### config.mk
export PLATFORM = sky130hd
export DESIGN_NAME = toggle_pulse_spacer
export DESIGN_NICKNAME = d
export VERILOG_FILES = /design/src/rtl/toggle_pulse_spacer.sv
export SDC_FILE = /design/constraint.sdc
export NUM_CORES = 1
export LEC_CHECK = 0
export CAP_MARGIN = 0
export CELL_PAD_IN_SITES_DETAIL_PLACEMENT = 1
export CELL_PAD_IN_SITES_GLOBAL_PLACEMENT = 2
export CORE_MARGIN = 2
export CORE_UTILIZATION = 31
export DETAILED_ROUTE_END_ITERATION = 12
export GPL_TIMING_DRIVEN = 0
export PLACE_DENSITY = 0.76
export SETUP_SLACK_MARGIN = 0.02
export SYNTH_ARGS = -nofsm -noshare
export SYNTH_HDL_FRONTEND = slang
export SYNTH_SLANG_ARGS = --single-unit
### constraint.sdc
create_clock -name clk -period 1.96 [get_ports clk]
set_input_delay 0.588 -clock clk [delete_from_list [all_inputs] [get_ports clk]]
set_output_delay 0.588 -clock clk [all_outputs]
set_load 0.05 [all_outputs]
### src/rtl/toggle_pulse_spacer.sv
// Source-domain event spacer ahead of a toggle synchronizer: counts incoming
// event requests and replays them as single-cycle pulses separated by MIN_GAP idle cycles.
module toggle_pulse_spacer #(
  parameter int unsigned CNT_W   = 4,
  parameter int unsigned MIN_GAP = 3
) (
  input  logic             clk,
  input  logic             reset_n,
  input  logic             evt_in,
  input  logic             clr_ovf,
  output logic             pulse_out,
  output logic [CNT_W-1:0] pending,
  output logic             busy,
  output logic             overflow
);

  typedef enum logic [1:0] {IDLE, FIRE, GAP} state_e;

  localparam logic [CNT_W-1:0] ONE     = 1;
  localparam logic [7:0]       GAP_LD  = 8'(MIN_GAP);

  state_e           state_q, state_d;
  logic [CNT_W-1:0] pend_q, pend_d;
  logic [7:0]       gap_q, gap_d;
  logic             pulse_q, pulse_d;
  logic             ovf_q, ovf_d;
  logic             inc, dec, drop;

  // Pending counter and sticky overflow; a drop only happens without a simultaneous FIRE
  always_comb begin
    inc  = evt_in;
    dec  = (state_q == FIRE);
    drop = inc & ~dec & (pend_q == '1);
    pend_d = pend_q;
    if (inc && !dec && !drop) begin
      pend_d = pend_q + ONE;
    end else if (dec && !inc) begin
      pend_d = pend_q - ONE;
    end
    ovf_d = ovf_q;
    if (drop) begin
      ovf_d = 1'b1;
    end else if (clr_ovf) begin
      ovf_d = 1'b0;
    end
  end

  always_ff @(posedge clk or negedge reset_n) begin
    if (!reset_n) begin
      state_q <= IDLE;
      pend_q  <= '0;
      gap_q   <= '0;
      pulse_q <= 1'b0;
      ovf_q   <= 1'b0;
    end else begin
      state_q <= state_d;
      pend_q  <= pend_d;
      gap_q   <= gap_d;
      pulse_q <= pulse_d;
      ovf_q   <= ovf_d;
    end
  end

  // The end-of-gap decision looks at the post-edge count so a same-cycle event is not delayed
  always_comb begin
    state_d = state_q;
    gap_d   = gap_q;
    case (state_q)
      IDLE: begin
        if (pend_q != '0) state_d = FIRE;
      end
      FIRE: begin
        state_d = GAP;
        gap_d   = GAP_LD;
      end
      GAP: begin
        gap_d = gap_q - 8'd1;
        if (gap_q == 8'd1) begin
          state_d = (pend_d != '0) ? FIRE : IDLE;
        end
      end
      default: begin
        state_d = IDLE;
        gap_d   = '0;
      end
    endcase
  end

  always_comb begin
    pulse_d   = (state_d == FIRE);
    pulse_out = pulse_q;
    pending   = pend_q;
    overflow  = ovf_q;
    busy      = (state_q != IDLE) | (pend_q != '0);
  end

endmodule

==> impl_summary.md <==
Run status
The run finished with clean final reports.

STA
The total negative setup slack is 0 ns. The clock skew is 0.001430 ns. The relative max-transition margin is 48.91%. Setup violations remaining at the end of the flow were counted as 0. Of the available clock period, the critical path in the final layout requires 99.70%. Setup slack on the critical path of the routed design comes to 0.005824 ns. Subtracting the final worst setup slack from the clock period gives 1.954 ns. At the pin with the least slew margin, the transition time is 0.7640 ns. Setup repair after global routing could not meet its margin everywhere. For this run, the top clock speed supported by timing is 511.7 MHz. The number of pins with negative max-slew slack in the final report is 0. The final number of hold-violating endpoints is 0.

Yosys
After synthesis, the share of flip-flops with an asynchronous set or reset is 100.0%. The commonest cells after synthesis are 16 x dfrtp_1, 12 x nor2_1, 11 x inv_1. For this run, the number of Yosys warnings is 0.

The fraction of post-synthesis cell area in the top cell type by area is 36.61%. The most used flip-flop cell after synthesis is dfrtp_1. The mean area per synthesized cell is 9.267 µm². The library cell occupying the most area in the post-synthesis netlist is dfrtp_1.

Counting every net in the synthesized netlist gives 131. The number of enable flip-flop cells after synthesis is 0. Summing every instance area after synthesis gives 1094 µm². The sequential cell area fraction in the yosys report is 36.61%. Synthesis instantiated 43 different standard cells from the library. The synthesized instance count is 118.

Counting flops and latches in the post-synthesis netlist gives 16. The most common cell in the synthesized netlist is dfrtp_1. After synthesis, the cell types taking the most area are dfrtp_1 37%, ha_1 10%, nor2_1 4.1%, inv_1 3.8%, a21oi_1 3.2%.

Layout
The final layout contains 153 nets. The number of antenna cells inserted is 0. The filler cell count in the final layout is 423. Compared with the post-synthesis result, the final layout area differs by 33.18%. Of the cells placed in the final design, the portion with a size suffix greater than 1 is 29.50%.

GRT
The number of global-route vias before repair is 972. The number of antenna violations at the first check in global routing is 0. The global route total overflow is 0.

Entering global routing, the biggest net connects 17 pins. The total routing usage reported by global routing is 15.30%. The global-route wire length before repair is 4.616 mm.

Power
For this design the static power due to leakage is 0.6197 nW. For this design the ratio of total power to cell area is 1834 nW/µm². The worst ir drop on vdd is 0.9723 mV.

Routing
The uppermost layer routed is met4. The met3 layer wire length in the routed design is 71 µm. The total met2 wirelength after detailed routing is 1.645 mm.

After detailed routing, the total wire length is 2.998 mm. In this run, the number of DRC markers left after iteration 0 of detailed routing was 45. The routed length on met1 is 1.220 mm.

Dividing the detail-routed via count by the number of cells gives 5.173. Once detail routing completed, the nets flagged for antenna violations numbered 0. The number of remaining DRC errors is 0. The first detailed-routing pass ran for 4 iterations.

The count of vias placed by the detailed router is 957. The routed length per placed instance is 16.21 µm.

Floorplan
The floorplan die height is 63.40 µm. The die boundary width is 63.40 µm. The die covers 4019 µm². Pin placement for this block handled 11 I/O pins. The area of the placeable core is 3363 µm². The starting density of the core is 32.51%. The floorplan has 21 rows.

Clocking
TritonCTS built the clock tree. For the worst-skew pair, the clock arrives at the later sink with an insertion delay of 0.30 ns. Clock tree synthesis selected as its root buffer the cell clkbuf_4.

The number of clock buffers added by TritonCTS is 3. The number of clock sinks is 16. Clock-pin slew was measured on the worst setup and hold paths at 0.10 ns. Counting along the longest clock path gives a buffer depth of 2. The maximum level of the CTS H-tree is 1.

Placed design
Routability-driven placement finished with a final weighted congestion of 0.8376. Port buffering added 10 buffers. The post-placement worst setup slack is -0.5608 ns.

The HPWL after detailed placement is 2.072 mm.

Setup path
Traced cell by cell, the critical path runs through inv_2, ha_4, nor2b_4, nor4b_4, or3_4, and2_4, o41a_1. For the worst setup path, the data required time is 2.15 ns. The worst setup path is captured at a flop.

The maximum net fanout on the critical path is 3. The slowest stage cell on the critical path is o41a_1. The arrival time of the worst setup path is 2.15 ns. The kind of critical path is flop to flop.

On the worst path, the slowest cell contributes a delay of 0.40 ns. STA classifies the critical path startpoint as a flop.

Job
The number of violations of the max-capacitance limit is 0.

Min path
The path class of the tightest hold or removal check is flop to flop.
[sequential cells by signal, indices dropped and copies added (netlist names)]
register   cells
gap_q          8
overflow       1
state_q        2
pending        4
pulse_out      1
[metal layers]
layer	vias to the layer above	GRT usage, %
met4	0	6.522
met2	16	28.16
met5	-	0
li1	462	-
met3	5	3.571
met1	474	16.57
[worst max-delay path, delay by kind of cell, from the launching register on]
kind | cells | cell delay (ns)
and+or+nand+nor | 4 | 0.81
AOI/OAI and AO/OA | 1 | 0.40
DFF | 1 | 0.39
adders and majority gates | 1 | 0.17
buffers and inverters | 1 | 0.08
[placed cells by master (no fill, tap or decap), types with 3 or more instances in the layout]
cell           count
a21oi_1            7
nor2_1            11
dfrtp_2            3
inv_1              7
inv_2              4
ha_4               4
buf_4              8
o21ai_0            4
xnor2_1            4
ha_1               4
dlygate4sd2_1      4
clkbuf_4           3
dfrtp_1           13
nand2_1            8
[cells by family after synthesis]
| group | synth area share (%) |
|---|---|
| and+or+nand+nor | 25.40 |
| DFF | 36.61 |
| buffers and inverters | 5.606 |
| xor gates and xnor gates | 4.004 |
| adders and majority gates | 10.30 |
| muxes | 0.9154 |
| AOI/OAI and AO/OA | 17.16 |
[where the power goes]
| part | total (mW) | switching, mW | internal, mW | leakage [nW] |
|---|---|---|---|---|
| Clock | 0.232 | 0.118 | 0.114 | 0.0210 |
| Sequential | 0.648 | 0.179 | 0.469 | 0.202 |
| Combinational | 1.79 | 1.01 | 0.784 | 0.397 |
[worst paths after layout]
kind | startpoint | to | slack [ns] | cells past startpoint
max reg2reg | state_q[1] | state_q[0] | 0.006 | 7
max in group asynchronous | reset_n | pending[1] | 0.71 | 1
min | overflow | overflow | 0.54 | 2
max | state_q[1] | state_q[0] | 0.006 | 7
min in group asynchronous | reset_n | gap_q[6] | 0.72 | 1
min reg2reg | overflow | overflow | 0.54 | 2
[timing repair]
| action | 4_1_cts | 5_1_grt |
|---|---|---|
| gates resized for setup | 32 | 18 |
| buffers inserted | 2 | 6 |
| pin swaps | 1 | 5 |
| endpoints found under the setup margin | 9 | 4 |
| hold buffers | 0 | 0 |
[stage by stage]
| stage | cell area, µm² | util (%) | cells | power (mW) | hold WS, ns |
|---|---|---|---|---|---|
| after floorplan | 1096 | - | 118 | 1.686 | 0.2924 |
| after global placement | 1254 | 37.28 | 174 | 2.052 | 0.5175 |
| after detailed placement | 1254 | 37.28 | 174 | 2.094 | 0.5300 |
| after CTS | 1361 | 40.48 | 180 | 2.452 | 0.5421 |
| after global routing | 1456 | 43.30 | 185 | 2.888 | 0.5686 |
| final | 1456 | 43.30 | 185 | 2.672 | 0.5352 |
[cell type report]
class / instances / area [µm²] / share of cell area [%]
Buffer: 2 / 22.52 / 1.546
Inverter: 11 / 41.29 / 2.835
Timing Repair Buffer: 18 / 156.4 / 10.74
Clock buffer: 4 / 36.28 / 2.491
Sequential cell: 16 / 404.1 / 27.75
Multi-Input combinational cell: 88 / 738.2 / 50.69
Tap cell: 46 / 57.56 / 3.952
(Power assumes the default switching activity.)
